$ cat src/rtl/simon_input_loader.sv
// Input deserialiser for the Simon 32/64 core: gathers C key beats and C plaintext
// beats (most-significant first) into one key word and one block, then offers them downstream.
module simon_input_loader #(
    parameter int N = 8,
    parameter int M = 4,
    parameter int C = 8
) (
    input  logic             clk,
    input  logic             reset,
    input  logic             start,
    input  logic [N-1:0]     key,
    input  logic [M-1:0]     Plaintxt,
    input  logic             out_ready,
    output logic             out_valid,
    output logic [N*C-1:0]   key_word,
    output logic [M*C-1:0]   pt_word,
    output logic             busy,
    output logic             short_err,
    output logic [1:0]       state_dbg
);

    // Handshake: a block transfers on a rising edge where out_valid && out_ready.
    // out_valid, once high, holds with stable data until that edge; out_ready is
    // ignored while no block is held, and start is ignored on the transfer edge.
    typedef enum logic [1:0] {
        IDLE = 2'd0,
        LOAD = 2'd1,
        FULL = 2'd2
    } state_t;

    localparam int CW = $clog2(C + 1);
    localparam logic [CW-1:0] LAST = CW'(C - 1);

    state_t          state;
    logic [CW-1:0]   beat_cnt;
    logic [N*C-1:0]  key_sr;
    logic [M*C-1:0]  pt_sr;

    always_ff @(posedge clk or negedge reset) begin
        if (!reset) begin
            state     <= IDLE;
            beat_cnt  <= '0;
            key_sr    <= '0;
            pt_sr     <= '0;
            out_valid <= 1'b0;
            busy      <= 1'b0;
            short_err <= 1'b0;
        end else begin
            short_err <= 1'b0;
            case (state)
                IDLE: begin
                    if (start) begin
                        key_sr <= {key_sr[N*C-N-1:0], key};
                        pt_sr  <= {pt_sr[M*C-M-1:0], Plaintxt};
                        busy   <= 1'b1;
                        if (C == 1) begin
                            state     <= FULL;
                            out_valid <= 1'b1;
                            beat_cnt  <= '0;
                        end else begin
                            state    <= LOAD;
                            beat_cnt <= CW'(1);
                        end
                    end
                end
                LOAD: begin
                    if (start) begin
                        key_sr <= {key_sr[N*C-N-1:0], key};
                        pt_sr  <= {pt_sr[M*C-M-1:0], Plaintxt};
                        if (beat_cnt == LAST) begin
                            state     <= FULL;
                            out_valid <= 1'b1;
                            beat_cnt  <= '0;
                        end else begin
                            beat_cnt <= beat_cnt + CW'(1);
                        end
                    end else begin
                        // Truncated stream: drop the partial block so it cannot leak into the next one.
                        state     <= IDLE;
                        short_err <= 1'b1;
                        beat_cnt  <= '0;
                        key_sr    <= '0;
                        pt_sr     <= '0;
                        busy      <= 1'b0;
                    end
                end
                FULL: begin
                    if (out_ready) begin
                        state     <= IDLE;
                        out_valid <= 1'b0;
                        busy      <= 1'b0;
                    end
                end
                default: begin
                    state     <= IDLE;
                    beat_cnt  <= '0;
                    out_valid <= 1'b0;
                    busy      <= 1'b0;
                end
            endcase
        end
    end

    assign key_word  = key_sr;
    assign pt_word   = pt_sr;
    assign state_dbg = state;

endmodule

$ cat config.mk
export PLATFORM = sky130hd
export DESIGN_NAME = simon_input_loader
export DESIGN_NICKNAME = d
export VERILOG_FILES = /design/src/rtl/simon_input_loader.sv
export SDC_FILE = /design/constraint.sdc
export NUM_CORES = 1
export LEC_CHECK = 0
export CAP_MARGIN = 20
export CORE_MARGIN = 2
export CORE_UTILIZATION = 35
export CTS_BUF_LIST = sky130_fd_sc_hd__clkbuf_2 sky130_fd_sc_hd__clkbuf_4 sky130_fd_sc_hd__clkbuf_8
export CTS_CLUSTER_SIZE = 8
export DETAILED_ROUTE_END_ITERATION = 7
export PLACE_DENSITY = 0.7
export SYNTH_ARGS = -nofsm -noshare
export SYNTH_HDL_FRONTEND = slang
export SYNTH_SLANG_ARGS = --single-unit
$ cat constraint.sdc
create_clock -name clk -period 1.2 [get_ports clk]
set_input_delay 0.3 -clock clk [delete_from_list [all_inputs] [get_ports clk]]
set_output_delay 0.3 -clock clk [all_outputs]
set_load 0.01 [all_outputs]
Word level (Yosys, flattened, before mapping)
Index checks and enable logic that the tools add are counted.
- register bits after elaboration: 105
- input bits: 16
- output and inout bits: 101
- logic and storage cells: 50
- add/sub/neg operators: 1
- equal/unequal tests: 9
- mux-type cells: 24
- bitwise gates (word level): 2
- reduce and logical (&&, ||, !) cells: 7
- operators with widths (operator ; count):
    $mux W64 ; 2
    $pmux W64 S2 ; 1
    $mux W32 ; 2
    $pmux W32 S2 ; 1
    $mux W4 ; 3
    $pmux W4 S3 ; 1
    $ne A2 B2 Y1 const B ; 5
    $mux W2 ; 4
    $mux W1 ; 7
    $pmux W1 S3 ; 2
    $pmux W2 S3 ; 1
    $reduce_and A3 Y1 ; 2
    $add A4 B1 Y4 const B ; 1
    $eq A4 B3 Y1 const B ; 1
    $reduce_and A2 Y1 ; 2
    $reduce_and A4 Y1 ; 1
    $ne A3 B3 Y1 const B ; 1
    $eq A2 B1 Y1 const B ; 1
    $eq A2 B2 Y1 const B ; 1
    $logic_not A2 Y1 ; 1
    $not A1 Y1 ; 2
    $reduce_bool A2 Y1 ; 1

Logic depth before layout (Yosys ltp)
Gate-level depths: netlist of run 1.
- depth after elaboration: 4
- gate-level depth with buffers: 5
- mapped depth without buffers: 4

Worst setup path after synthesis of run 1
No wires, ideal clock.
- path type: flip-flop to flip-flop
- start point: register beat_cnt[0]
- end point: register beat_cnt[3]
- library setup time: 0.069 ns
- arrival: 1.190 ns
- data required time: 1.131 ns
- setup slack: -0.060 ns
- stages on the path, launching flop included: 4
- path buffers: 0
- path through: dfrtp_1 ha_1 or4_1 nand3_1
- cells in the longest elaborated chain, start to end: 4
- elaborated cells between the ends (all ways): 5
- classes of those cells: add/sub: 1; eq/ne: 1; mux: 3
- RTL lines (item ; line ; RTL):
    start: declaration ; 35 ; logic [CW-1:0] beat_cnt;
    start signal: assignment ; 75 ; beat_cnt <= beat_cnt + CW'(1);
    $add A4 B1 Y4 / $eq A4 B3 Y1 (equally long branches) ; 75, 70 ;
    $mux W4 (*) ; 70 ; if (beat_cnt == LAST) begin
    $mux W4 (*) ; 67 ; if (start) begin
    $pmux W4 S3 (*) ; 50 ; case (state)
Every way passes the cells marked *; elsewhere a longest branch is shown, timed or not.
A chain may end at the register's enable or synchronous reset.

Worst setup path in the final report of run 1
- start point: register state[0], in the netlist state_dbg[0]
- end point: register beat_cnt[3]
- cells in the longest elaborated chain, start to end: 3
- elaborated cells between the ends (all ways): 7
- classes of those cells: eq/ne: 3; mux: 1; bitwise: 1; reduce/logical: 2
- RTL lines (item ; line ; RTL):
    start: declaration ; 34 ; state_t state;
    start signal: assignment ; 41 ; state <= IDLE;
    start signal: assignment ; 57 ; state <= FULL;
    start signal: assignment ; 61 ; state <= LOAD;
    $logic_not A2 Y1 / $eq A2 B2 Y1 (equally long branches) ; 50 ;
    $ne A2 B2 Y1 (no line) / $not A1 Y1 (equally long branches) ; -- ;
    $reduce_and A2 Y1 (no line) ; -- ;
Several ways; a longest one is shown, not always the timed one.

==> results.py, run 1 <==
metrics = {
    "logic_synthesis": {
        "syn_area_mm2": 0.00378,
        "yosysMostFrequentCell": "dfrtp_1",
        "synth_warnings": 0,
        "synth.distinct_cells": 23,
        "syn_area_per_cell_um2": 14.7,
        "synth_area_leaders": "dfrtp_1 70%, a22o_1 22%, buf_2 1.7%, buf_4 0.60%, clkbuf_1 0.60%",
        "synth_edf_count": 0,
        "yosysSeqAreaShare": 0.696,
        "synth_top_cell_by_area": "dfrtp_1",
        "synth_ff_type": "dfrtp_1",
        "synthesis.nets": 274,
        "netlist_instances": 257,
        "async_flop_share": 1.00,
        "yosys.area.top_type_share": 0.696,
        "ys_ff_latch": 105,
        "synthTopCellsByCount": "105 x dfrtp_1, 97 x a22o_1, 13 x buf_2",
    },
    "sta": {
        "fin_crit_sh": 1.09,
        "finalSetupTns_ns": -3.00,
        "finalHoldViolCount": 0,
        "worst_slack_ns": -0.105,
        "setup_viol": 113,
        "rsz0062_at_grt": "yes",
        "maxSlewHeadroom": 0.795,
        "slew_violations": 0,
        "fin_crit_ns": 1.31,
        "tightest_slew_ns": 0.307,
        "fmax_ghz": 0.766,
        "skew_ns": 0.0134,
    },
    "placement": {
        "portBuffers": 116,
        "dp_hpwl_um": 6520,
        "dp.cells": 585,
        "gp_congestion": 0.819,
        "post-place-ws_ns": -0.481,
    },
    "critical_path": {
        "critical_path_class": "reg -> reg",
        "cpPeakStageDelay_ns": 0.51,
        "r2r_end": "beat_cnt[3]",
        "required_ns": 1.49,
        "endpoint": "beat_cnt[3]",
        "reg2reg_depth": 5,
        "crit-reg2reg-launch": "state_dbg[0]",
        "crit_chain": "buf_6 -> buf_6 -> nand2b_1 -> or4_1 -> nand3_1",
        "slowest_stage": "or4_1",
        "cp_common_cell": "buf_6",
        "cp_max_fo": 3,
        "r2r_slack_ns": -0.11,
        "end_kind": "register",
        "worstPathArrival_ns": 1.59,
        "cp-startpoint": "state_dbg[0]",
        "cp-start-kind": "register",
    },
    "global_routing": {
        "grt.total_usage": 0.174,
        "grt_pass1_vias": 3088,
        "grt_pass1_wl_um": 16000,
        "grt_antenna_before_repair": 0,
        "grt_start_max_net_pins": 59,
        "grt.overflow.total": 0,
    },
    "cts": {
        "numClockSinks": 105,
        "clk-insertion-delay-late_ns": 0.36,
        "cts-root-buf": "clkbuf_8",
        "cts_tree": "built",
        "cts_max_level": 3,
        "clk_path_buf_depth": 2,
        "cts_buffers": 9,
        "clkSlewWorstSetupHoldPaths_ns": 0.09,
    },
    "finish": {
        "nFillCells": 842,
        "layoutNonFillerInstCount": 673,
        "drive_gt1_frac": 0.559,
        "diodes": 0,
        "fin_util": 0.611,
        "fin_nets": 549,
        "syn2layout_area_growth_pct": 68.7,
    },
    "pwr": {
        "internal_power_w": 0.00577,
        "powerDensity_mw_per_mm2": 1210,
        "p_comb_frac": 0.181,
        "p_sw_w": 0.00194,
        "switching_share": 0.251,
        "clkPwrFrac": 0.321,
        "ir_drop_uv": 715,
        "leakagePower_nw": 3.51,
        "pwr-share-seq": 0.498,
    },
    "status": {
        "violations": "negative setup slack",
        "status": "finished, violations left",
    },
    "floorplan": {
        "fp.dieH_um": 108,
        "start_util": 0.363,
        "die_w_um": 108,
        "io_pins": 117,
        "rows": 37,
        "design.core.area_mm2": 0.0104,
        "dieArea_mm2": 0.0116,
    },
    "route": {
        "drt_iter0_markers": 170,
        "firstDrtPassIters": 4,
        "wl_per_cell_um": 15.9,
        "wl_um": 10700,
        "drcViolationCount": 0,
        "avgViaCountPerCell": 4.89,
        "vias": 3292,
        "ant_nets": 0,
    },
    "min_path": {
        "hp-class": "in -> reg",
    },
    "flow_run": {
        "drv_cap": 0,
    },
}
## how the worst min path moves through the flow
stage	cells after the start	slack, ns	startpoint	to
after detailed placement	2	0.32	reset	short_err
after floorplan	0	0.004	reset	beat_cnt[0]
after global routing	3	0.45	start	short_err
after global placement	2	0.32	reset	short_err
final	3	0.45	start	short_err
after CTS	3	0.43	start	short_err
## registers in the layout, indices dropped and copies added (netlist names)
signal and count:
out_valid 1, beat_cnt 4, busy 1, key_word 64, pt_word 32, short_err 1, state_dbg 2
## power by group through the flow
stage               Clock [W]  Sequential, W  Combinational (W)
floorplan                   0        0.00402           0.000308
global placement            0        0.00391            0.00127
detailed placement          0        0.00391            0.00129
CTS                   0.00254        0.00384            0.00123
global route          0.00269        0.00386            0.00151
finish                0.00248        0.00384            0.00139
## what timing repair did
item,CTS,global route
hold buffers,1,0
endpoints found under the hold margin,105,0
setup endpoints to repair,201,202
resized for setup,420,24
pin swaps,3,2
buffers inserted,39,27
cloned,0,5
## routing by layer
metal / GRT usage / routed length [um] / up-vias
li1: - / - / 1536
met1: 0.257 / 5070 / 1634
met2: 0.257 / 4830 / 109
met3: 0.0393 / 691 / 13
met4: 0.0476 / 120 / 0
met5: 0 / 0 / -
## worst max-delay path: cells and delay by family (launching register included)
kind	cells	cell delay (ns)
buffers and inverters	2	0.22
and+or+nand+nor	3	0.65
DFF	1	0.39
## area by class of cell
type | count | area [um2] | share of cell area
clock buffers | 10 | 138 | 0.0216
inverters | 1 | 3.75 | 0.000589
flip-flops and latches | 105 | 2630 | 0.413
repair buffers | 286 | 2250 | 0.353
multi-input cells | 129 | 1080 | 0.170
well taps | 136 | 170 | 0.0267
clock inverters | 6 | 95.1 | 0.0149
## through the flow
| stage | instance area (um2) | hold WS, ns | total power, W |
|---|---|---|---|
| after floorplan | 3800 | 0.00441 | 0.00432 |
| after detailed placement | 5830 | 0.321 | 0.00521 |
| after CTS | 5920 | 0.427 | 0.00761 |
| after global placement | 5830 | 0.322 | 0.00518 |
| final | 6370 | 0.448 | 0.00771 |
| after global routing | 6370 | 0.453 | 0.00806 |
## cells by family (layout without fill, tap and decap cells)
logic type      Yosys count  in the layout  share of synthesized area
fa+ha+maj                 1              1                    0.00331
flops                   105            105                      0.696
compound gates          105            105                      0.238
simple gates             22             22                     0.0305
xor+xnor                  1              1                    0.00232
buf+inv                  23            303                     0.0301
## cells in the final DEF (no fill, tap or decap), types with 2 or more instances in the layout
cell             synthesis  layout
buf_2                   13      82
nor2_1                   4       3
nand3_2                  0       2
bufinv_16                0       2
dfrtp_2                  0       2
buf_12                   0       5
nand3_1                  4       2
o21ai_0                  4       2
dfrtp_1                105     103
clkdlybuf4s50_1          0      13
a22o_1                  97      97
nand2_1                  6       6
buf_6                    0      24
o21ai_2                  1       2
clkbuf_8                 0      10
inv_6                    0       3
buf_4                    3     153
clkbuf_16                0       4
buf_16                   0       2
No activity file was read; power rests on OpenSTA's default activity.
==> inputs of run 2 (changes only) <==
--- a/config.mk
+++ b/config.mk
@@ -12,6 +12,7 @@
 export CTS_CLUSTER_SIZE = 8
 export DETAILED_ROUTE_END_ITERATION = 7
 export PLACE_DENSITY = 0.7
+export RECOVER_POWER = 25
 export SYNTH_ARGS = -nofsm -noshare
 export SYNTH_HDL_FRONTEND = slang
 export SYNTH_SLANG_ARGS = --single-unit
==> results.py, run 2 (synthesized netlist as in run 1, its figures left out) <==
metrics = {
    "sta": {
        "fin_crit_ns": 1.30,
        "skew_ns": 0.0130,
        "setup_viol": 116,
        "finalHoldViolCount": 0,
        "rsz0062_at_grt": "yes",
        "tightest_slew_ns": 0.587,
        "slew_violations": 0,
        "fin_crit_sh": 1.09,
        "hold_ws_ns": 0.447,
        "worst_slack_ns": -0.104,
        "fmax_ghz": 0.767,
        "maxSlewHeadroom": 0.608,
    },
    "floorplan": {
        "start_util": 0.363,
        "design.core.area_mm2": 0.0104,
        "die_w_um": 108,
        "rows": 37,
        "dieArea_mm2": 0.0116,
        "io_pins": 117,
        "fp.dieH_um": 108,
    },
    "placement": {
        "post_dp_cell_area_mm2": 0.00583,
        "portBuffers": 116,
        "dp_hpwl_um": 6520,
        "dp.cells": 585,
        "gp_congestion": 0.819,
    },
    "critical_path": {
        "critical_path_class": "reg -> reg",
        "crit_chain": "buf_6 -> buf_6 -> nand2b_1 -> or4_1 -> nand3_1",
        "cp_max_fo": 3,
        "cp.depth": 5,
        "endpoint": "beat_cnt[3]",
        "cp-startpoint": "state_dbg[0]",
        "worst-path-buf-inv": 2,
        "crit-reg2reg-launch": "state_dbg[0]",
        "cp-start-kind": "register",
        "end_kind": "register",
        "reg2reg_depth": 5,
        "critPathTopFamily": "simple AND/OR/NAND/NOR gates",
        "r2r_slack_ns": -0.10,
        "r2r_end": "beat_cnt[3]",
        "worstPathArrival_ns": 1.59,
        "required_ns": 1.49,
        "cpPeakStageDelay_ns": 0.51,
        "cp_common_cell": "buf_6",
        "slowest_stage": "or4_1",
    },
    "cts": {
        "cts_buffers": 9,
        "clk_path_buf_depth": 2,
        "clk-insertion-delay-late_ns": 0.36,
        "cts_tree": "built",
        "cts_max_level": 3,
        "numClockSinks": 105,
        "cts-root-buf": "clkbuf_8",
        "clkSlewWorstSetupHoldPaths_ns": 0.09,
    },
    "min_path": {
        "worstHoldStart": "start",
        "hp-class": "in -> reg",
    },
    "global_routing": {
        "grt_pass1_wl_um": 16000,
        "grt_start_max_net_pins": 59,
        "grt_antenna_before_repair": 0,
        "grt_pass1_vias": 3088,
        "grt.overflow.total": 0,
        "grt.total_usage": 0.174,
    },
    "route": {
        "drcViolationCount": 0,
        "drt_iter0_markers": 206,
        "wl_met2_um": 4860,
        "top_layer": "met4",
        "avgViaCountPerCell": 4.88,
        "wl_per_cell_um": 15.9,
        "met3WireLength_um": 748,
        "vias": 3287,
        "firstDrtPassIters": 4,
        "wl_met1_um": 4970,
        "ant_nets": 0,
        "wl_um": 10700,
    },
    "pwr": {
        "leakagePower_nw": 3.50,
        "powerDensity_mw_per_mm2": 1210,
        "ir_drop_uv": 715,
    },
    "finish": {
        "mostFrequentLayoutCells": "153 x buf_4, 103 x dfrtp_1, 97 x a22o_1",
        "final_cell_area_mm2": 0.00635,
        "syn2layout_area_growth_pct": 68.2,
        "fin_util": 0.610,
        "largest_register_ffs": 64,
        "nFillCells": 845,
        "layoutNonFillerInstCount": 673,
        "fin_nets": 549,
        "diodes": 0,
        "final_common_cell": "buf_4",
        "drive_gt1_frac": 0.557,
    },
    "status": {
        "violations": "negative setup slack",
        "status": "finished, violations left",
    },
    "flow_run": {
        "drv_cap": 0,
    },
}
## run 2: cell count changes in the layout (fill, tap and decap cells not counted)
cell / previous run / this run
buf_12: 5 / 4
clkbuf_1: 0 / 1
## run 2: layout make-up
class,count,area (um2),share of cell area
sequential,105,2630,0.414
timing repair buffer,286,2230,0.351
multi-input combinational,129,1080,0.171
tap,136,170,0.0268
clock buffer,10,138,0.0217
clock inverter,6,95.1,0.0150
inverter,1,3.75,0.000591
## run 2: timing repair
action,CTS,global route
hold buffers,1,0
gates resized for setup,420,24
endpoints found under the hold margin,105,0
cloned,0,5
pin swaps,3,2
setup buffers,39,27
endpoints found under the setup margin,201,202
## run 2: per-stage QoR
step                      TNS (ns)  power [W]  worst slack [ns]
final                        -3.07    0.00771            -0.104
after global routing        -11.90    0.00805            -0.139
after CTS                    -5.14    0.00761            -0.103
after floorplan            -0.0123    0.00432           -0.0123
after global placement      -42.41    0.00518            -0.464
after detailed placement    -45.46    0.00521            -0.481
## run 2: tightest hold or removal path, cell delays in order
cell	delay, ns
dlygate4sd2_1	0.27
buf_4	0.15
nor3b_1	0.04
## run 2: layer usage
metal / global-route usage / vias up
met4: 0.0476 / 0
met1: 0.257 / 1616
li1: - / 1535
met3: 0.0393 / 13
met2: 0.257 / 123
met5: 0 / -
## run 2: how the worst min path moves through the flow
stage,end,slack (ns),cells past startpoint
finish,short_err,0.45,3
CTS,short_err,0.43,3
global route,short_err,0.45,3
floorplan,beat_cnt[0],0.004,0
global placement,short_err,0.32,2
detailed placement,short_err,0.32,2
## run 2: where the power goes
part / total (W) / internal, W / switching, W
clock: 0.00248 / 0.00126 / 0.00122
sequential: 0.00384 / 0.00373 / 0.000116
combinational: 0.00138 / 0.000781 / 0.000602
total: 0.00771 / 0.00577 / 0.00194
